$ cat config.mk
export PLATFORM = sky130hd
export DESIGN_NAME = pc_sequencer
export DESIGN_NICKNAME = d
export VERILOG_FILES = /design/src/rtl/pc_sequencer.sv
export SDC_FILE = /design/constraint.sdc
export NUM_CORES = 1
export LEC_CHECK = 0
export BUFFER_PORTS_ARGS = -buffer_cell sky130_fd_sc_hd__buf_2
export CAP_MARGIN = 20
export CORE_MARGIN = 1
export CORE_UTILIZATION = 50
export DETAILED_ROUTE_END_ITERATION = 12
export PLACE_DENSITY = 0.76
export RECOVER_POWER = 100
export SKIP_CTS_REPAIR_TIMING = 1
export SYNTH_ARGS = -nofsm -noshare
export SYNTH_HDL_FRONTEND = slang
export SYNTH_SLANG_ARGS = --single-unit
$ cat constraint.sdc
create_clock -name i_clk -period 3.2 [get_ports i_clk]
set_input_delay 0.8 -clock i_clk [delete_from_list [all_inputs] [get_ports i_clk]]
set_output_delay 0.8 -clock i_clk [all_outputs]
set_load 0.01 [all_outputs]
$ cat src/rtl/pc_sequencer.sv
// Program-counter stage with fetch handshake and a circular return-address stack.
// Define PCSEQ_STACK_ERR_EN to add the sticky o_stack_err overflow/underflow flag.
module pc_sequencer #(
  parameter logic [15:0] RESET_VEC = 16'h0000,
  parameter int          DEPTH     = 4
) (
  input  logic                         i_clk,
  input  logic                         i_rst_n,
  input  logic                         i_stall,
  input  logic                         i_fetch_ready,
  input  logic                         i_jmp,
  input  logic                         i_call,
  input  logic                         i_ret,
  input  logic [15:0]                  i_target,
  output logic [15:0]                  o_pc,
  output logic                         o_fetch_valid,
  output logic [$clog2(DEPTH+1)-1:0]   o_depth
`ifdef PCSEQ_STACK_ERR_EN
  ,
  output logic                         o_stack_err
`endif
);

  localparam int PW = $clog2(DEPTH);
  localparam int DW = $clog2(DEPTH+1);
  localparam logic [PW-1:0] TOP_MAX = PW'(DEPTH-1);
  localparam logic [DW-1:0] D_FULL  = DW'(DEPTH);

  typedef enum logic [1:0] {
    BOOT  = 2'd0,
    FETCH = 2'd1,
    HOLD  = 2'd2
  } state_e;

  state_e        state_q, state_d;
  logic [15:0]   pc_q, pc_d;
  logic [PW-1:0] top_q, top_d;
  logic [DW-1:0] depth_q, depth_d;
  logic [15:0]   stk_q [DEPTH];

  logic          redir_ok;
  logic          pop, push, jump, adv;
  logic          full, empty;
  logic [PW-1:0] top_inc, top_dec;
  logic [15:0]   pc_inc;

  // top_q points at the next free slot; top_q-1 is the most recent push
  always_comb begin
    top_inc  = (top_q == TOP_MAX) ? '0 : top_q + 1'b1;
    top_dec  = (top_q == '0) ? TOP_MAX : top_q - 1'b1;
    pc_inc   = pc_q + 16'd1;
    full     = (depth_q == D_FULL);
    empty    = (depth_q == '0);
    redir_ok = (state_q != BOOT);
    pop      = redir_ok & i_ret;
    push     = redir_ok & i_call & ~i_ret;
    jump     = redir_ok & i_jmp & ~i_call & ~i_ret;
    adv      = (state_q == FETCH) & i_fetch_ready
             & ~pop & ~push & ~jump;
  end

  always_comb begin
    state_d = state_q;
    unique case (state_q)
      BOOT:    state_d = FETCH;
      FETCH:   state_d = i_stall ? HOLD : FETCH;
      HOLD:    state_d = i_stall ? HOLD : FETCH;
      default: state_d = BOOT;
    endcase
  end

  always_comb begin
    pc_d = pc_q;
    unique case (1'b1)
      pop:     pc_d = empty ? RESET_VEC : stk_q[top_dec];
      push:    pc_d = i_target;
      jump:    pc_d = i_target;
      adv:     pc_d = pc_inc;
      default: pc_d = pc_q;
    endcase
  end

  // A push when full overwrites the oldest entry, which sits at top_q
  always_comb begin
    top_d   = top_q;
    depth_d = depth_q;
    if (push) begin
      top_d   = top_inc;
      depth_d = full ? depth_q : depth_q + 1'b1;
    end else if (pop && !empty) begin
      top_d   = top_dec;
      depth_d = depth_q - 1'b1;
    end
  end

  always_ff @(posedge i_clk) begin
    if (!i_rst_n) begin
      state_q <= BOOT;
      pc_q    <= RESET_VEC;
      top_q   <= '0;
      depth_q <= '0;
    end else begin
      state_q <= state_d;
      pc_q    <= pc_d;
      top_q   <= top_d;
      depth_q <= depth_d;
    end
  end

  always_ff @(posedge i_clk) begin
    if (push) begin
      stk_q[top_q] <= pc_inc;
    end
  end

`ifdef PCSEQ_STACK_ERR_EN
  logic err_q, err_d;

  always_comb begin
    err_d = err_q | (push & full) | (pop & empty);
  end

  always_ff @(posedge i_clk) begin
    if (!i_rst_n) begin
      err_q <= 1'b0;
    end else begin
      err_q <= err_d;
    end
  end

  assign o_stack_err = err_q;
`endif

  assign o_pc          = pc_q;
  assign o_fetch_valid = (state_q == FETCH);
  assign o_depth       = depth_q;

endmodule

* After elaboration in Yosys (flattened, before gate mapping)
Memories as Yosys holds them, arrays and structs flattened.
Cells that the tools add are included.
W data, S select, Z words.
** Storage, ports and cells
- Register bits :: 23
- RAM bits :: 64
- Input port bits :: 23
- Logic and storage cells :: 54
- Memories kept :: 1
** Operators by class
- Add/subtract/negate cells :: 5
- Equality and inequality tests :: 5
- Muxes and demuxes :: 13
- Bitwise logic cells :: 15
- Reduce and logical (&&, ||, !) cells :: 11
** Memory list
- stk_q :: words 4, bits a word 16, read ports 1, clocked after memory_dff 0, write ports 1, line 39 : logic [15:0] stk_q [DEPTH];
** Operators by type and width (count)
- $pmux W16 S3 :: 1
- $add A16 B1 Y16 const B :: 1
- $mux W16 :: 1
- $and A1 B1 Y1 :: 10
- $mux W2 :: 5
- $mux W3 :: 3
- $not A1 Y1 :: 5
- $eq A2 B2 Y1 const B :: 2
- $logic_not A2 Y1 :: 2
- $pmux W2 S2 :: 1
- $reduce_bool A2 Y1 :: 2
- $reduce_or A2 Y1 :: 2
- $add A3 B1 Y3 const B :: 1
- $eq A3 B3 Y1 const B :: 1
- $logic_not A3 Y1 :: 1
- $reduce_bool A3 Y1 :: 1
- $sub A3 B1 Y3 const B :: 1
- $add A2 B1 Y2 const B :: 1
- $eq A2 B1 Y1 const B :: 1
- $mux W1 :: 2
- $ne A2 B2 Y1 const B :: 1
- $reduce_and A2 Y1 :: 1
- $sub A2 B1 Y2 const B :: 1
- $logic_and A1 B1 Y1 :: 1
- $logic_not A1 Y1 :: 1

* Longest topological paths before layout
- Depth in word-level cells :: 7
- Depth in mapped cells :: 9
- Depth with buffers taken out :: 8

* Worst setup path before layout
No wires, ideal clock.
- Path kind :: input to register
- Start :: in i_ret
- End :: reg depth_q[2] (netlist: o_depth[2])
- Arrival time :: 2.378 ns
- Slack :: 0.751 ns
- Cell stages on the path :: 7
- Path buffers :: 1
- Path through :: buf_6 > nor3b_1 > inv_1 > fa_1 > xnor2_1 > or3_1 > a21oi_1
** On the way
- Cells in the longest elaborated chain, start to end :: 4
- Elaborated cells between the ends (all ways) :: 8
- Those cells by class :: 1 x eq/ne; 1 x mux; 3 x bitwise; 3 x reduce/logical
** RTL lines
- from (decl) :: line 13 : input logic i_ret,
- $not A1 Y1 or $and A1 B1 Y1 (tied branches) :: line 56, 55
- $and A1 B1 Y1 or $logic_and A1 B1 Y1 (tied branches) :: line 56, 90
- $ne A2 B2 Y1 (no line) or $reduce_bool A2 Y1 (tied branches)
- $reduce_and A2 Y1 (no line)
- to (signal assigned) :: line 106 : depth_q <= depth_d;
- to (decl) :: line 38 : logic [DW-1:0] depth_q, depth_d;
Parallel ways exist; a longest one is shown, timed or not.
A chain may end at the register's enable or synchronous reset.

* Worst setup path in the final report
- Start :: reg top_q[0]
- End :: reg pc_q[3] (netlist: o_pc[3])
** On the way
- Cells in the longest elaborated chain, start to end :: 5
- Elaborated cells between the ends (all ways) :: 6
- Those cells by class :: 1 x add/sub; 3 x mux; 1 x reduce/logical; 1 x memory
** RTL lines
- from (decl) :: line 37 : logic [PW-1:0] top_q, top_d;
- from (signal assigned) :: line 105 : top_q <= top_d;
- $sub A2 B1 Y2 or $logic_not A2 Y1 (tied branches) :: line 50 : top_dec = (top_q == '0) ? TOP_MAX : top_q - 1'b1;
- $mux W2 (*) :: line 50
- $mem_v2 Z4 W16 (*)
- $mux W16 (*) :: line 75 : pop: pc_d = empty ? RESET_VEC : stk_q[top_dec];
- $pmux W16 S3 (*) :: line 74 : unique case (1'b1)
- to (signal assigned) :: line 104 : pc_q <= pc_d;
- to (decl) :: line 36 : logic [15:0] pc_q, pc_d;
Mark *: on every way between the ends. The rest lies on a longest branch, timed or not.

==> flow_summary.yaml <==
outcome:
  status: "finished clean"
yosys:
  yosys_register_bits: 87
  ys_warn_count: 0
  yosys.area.top_type: "edfxtp_1"
  async_flop_share_pct: 0
  synth_xor_area_share_pct: 3.512
  synth.area.top_cells: "edfxtp_1, dfxtp_1, mux4_2, mux4_1, ha_1"
  synth-edff-count: 64
  netlist_instances: 319
  syn_area_um2: 4239
  synth-simple-area-share_pct: 9.740
  synth_compound_area_share_pct: 13.22
  synth_mux_area_share_pct: 9.445
  ys.flop_type: "edfxtp_1"
  yosysSeqAreaShare_pct: 56.20
  synth_top_area_share_pct: 45.34
  synth_fa_ha_area_share_pct: 2.834
  avgSynthCellArea_um2: 13.29
  synth_top_family_by_area: "compound AO/OA/AOI/OAI gates"
  syn-num-nets: 351
  synth_cell_type_count: 52
setup_path:
  crit_path_max_fanout: 10
  worstPathArrival_ps: 2950
  end_kind: "register"
  cpPeakStageDelay_ps: 660
  crit_slowest_cell: "nor2b_2"
  critPathKind: "register to register"
  required_ps: 3430
  crit_chain: "inv_1 > ha_1 > nor2b_2 > buf_4 > mux4_2 > a32oi_1 > a211oi_1"
  cp-start-kind: "register"
timing:
  worst_slew_pin_slew_ps: 1070
  fin_hold_ws_ps: 573.0
  slew_viol_final: 0
  max_freq_mhz: 367.2
  rsz0062_at_grt: "false"
  period_share_pct: 85.10
  setup_viol: 0
  finalSetupTns_ps: 0
  worst_slack_ps: 476.9
  period_needed_ps: 2723
  fin_skew_ps: 11.75
  slew_headroom_pct: 28.68
  hold_viol_final: 0
detailed_routing:
  met2_length_um: 4608
  wl_per_cell_um: 20.21
  vias: 2881
  drc: 0
  dr.max_layer_used: "met4"
  routed-wl-met3_um: 528
  routed_wirelength_um: 9478
  ant_nets: 0
  viasPerCell: 6.143
  dr.pass1.iters: 4
  drt-initial-drc-count: 246
  drt-met1-wl_um: 4203
power_and_ir_drop:
  power.total_mw: 2.744
  p_leak_nw: 1.634
  pwr_density_cell_nw_per_um2: 593.7
  ir_drop_mv: 0.3499
cts:
  clock-sinks: 87
  clk_pin_slew_ps: 90
  tritoncts: "yes"
  cts-root-buf: "clkbuf_8"
  cts_made_buffers: 9
  insertion_delay_ps: 360
  clock_path_buffers: 2
  htree_levels: 3
grt:
  grt_max_degree: 22
  grt_pass1_wl_um: 15080
  grt_usage_pct: 23.57
  grt_pass1_vias: 2770
  antenna_found_initial: 0
  overflow: 0
placed_design:
  dp.cells: 452
  port_buffers: 42
  gp_congestion: 0.8777
  dp_hpwl_um: 6583
  place_ws_ps: 634.6
  post_dp_cell_area_um2: 4498
floorplanning:
  die_y_um: 94.08
  dieWidth_um: 94.08
  start_util_pct: 51.59
  io_pins: 43
  core_area_um2: 8217
  fp-row-count: 33
  die_area_um2: 8850
hold_path:
  min_path_type: "register to register"
job:
  maxCapViolations: 0
finish:
  design_area_um2: 4622
  final_common_cell: "edfxtp_1"
  drive_above_1_share_pct: 16.48
  mostFrequentLayoutCells: "edfxtp_1, clkbuf_1, dfxtp_1"
  nets: 391
  postLayoutCoreUtil_pct: 56.25
  antennaDiodeCount: 0
  final_cell_count_no_fill: 469
  syn_to_final_growth_pct: 9.032
## critical path, delay by kind of cell (launching register included)
kind                     cells  cell delay [ps]
buffers and inverters        2              420
multiplexers                 1              540
adder cells (fa/ha/maj)      1              240
flip-flops                   1              420
AO/OA/AOI/OAI                2              320
AND/OR/NAND/NOR              1              660
## where the power goes
part	leakage (nW)	switching, mW	internal [mW]
registers	0.778	0.104	1.33
clock network	0.0797	0.377	0.278
logic	0.776	0.397	0.262
total	1.63	0.878	1.87
## cell usage after synthesis, drive strengths merged (9+ instances only)
master / n
a211oi: 11
a21oi: 11
and3: 11
buf: 14
dfxtp: 23
edfxtp: 64
inv: 19
mux4: 16
nand2: 10
nand3: 10
o21ai: 11
o22ai: 10
o311ai: 9
xnor2: 10
## cells by family after synthesis
family | count (synthesis)
simple gates | 72
mux | 18
fa+ha+maj | 9
xor+xnor | 17
compound gates | 75
buf+inv | 41
flops | 87
## registers in the layout (all words and copies together) (netlist names)
name and flops:
stk_q 64, o_pc 16, o_depth 3, state_q 2
top_q 2
## layout make-up
class	count	area, µm²
clock buffer	10	127.6
inverter	19	71.32
clock inverter	6	37.54
fill	679	3595
timing repair buffer	51	240.2
sequential	87	2382
multi-input combinational	191	1632
tap	105	131.4
## routing by layer
layer	up-vias	track usage, %
met5	-	0
met3	11	5.097
li1	1329	-
met2	105	37.29
met4	0	8.077
met1	1436	32.27
## final timing paths
check                                   to  slack [ps]  cells after the start       start
worst min-delay path            o_depth[1]         570                      2  o_depth[1]
worst min register to register  o_depth[1]         570                      2  o_depth[1]
worst max-delay path               o_pc[3]         480                      7    top_q[0]
worst max register to register     o_pc[3]         480                      7    top_q[0]
Power figures use the tool's default switching activity.
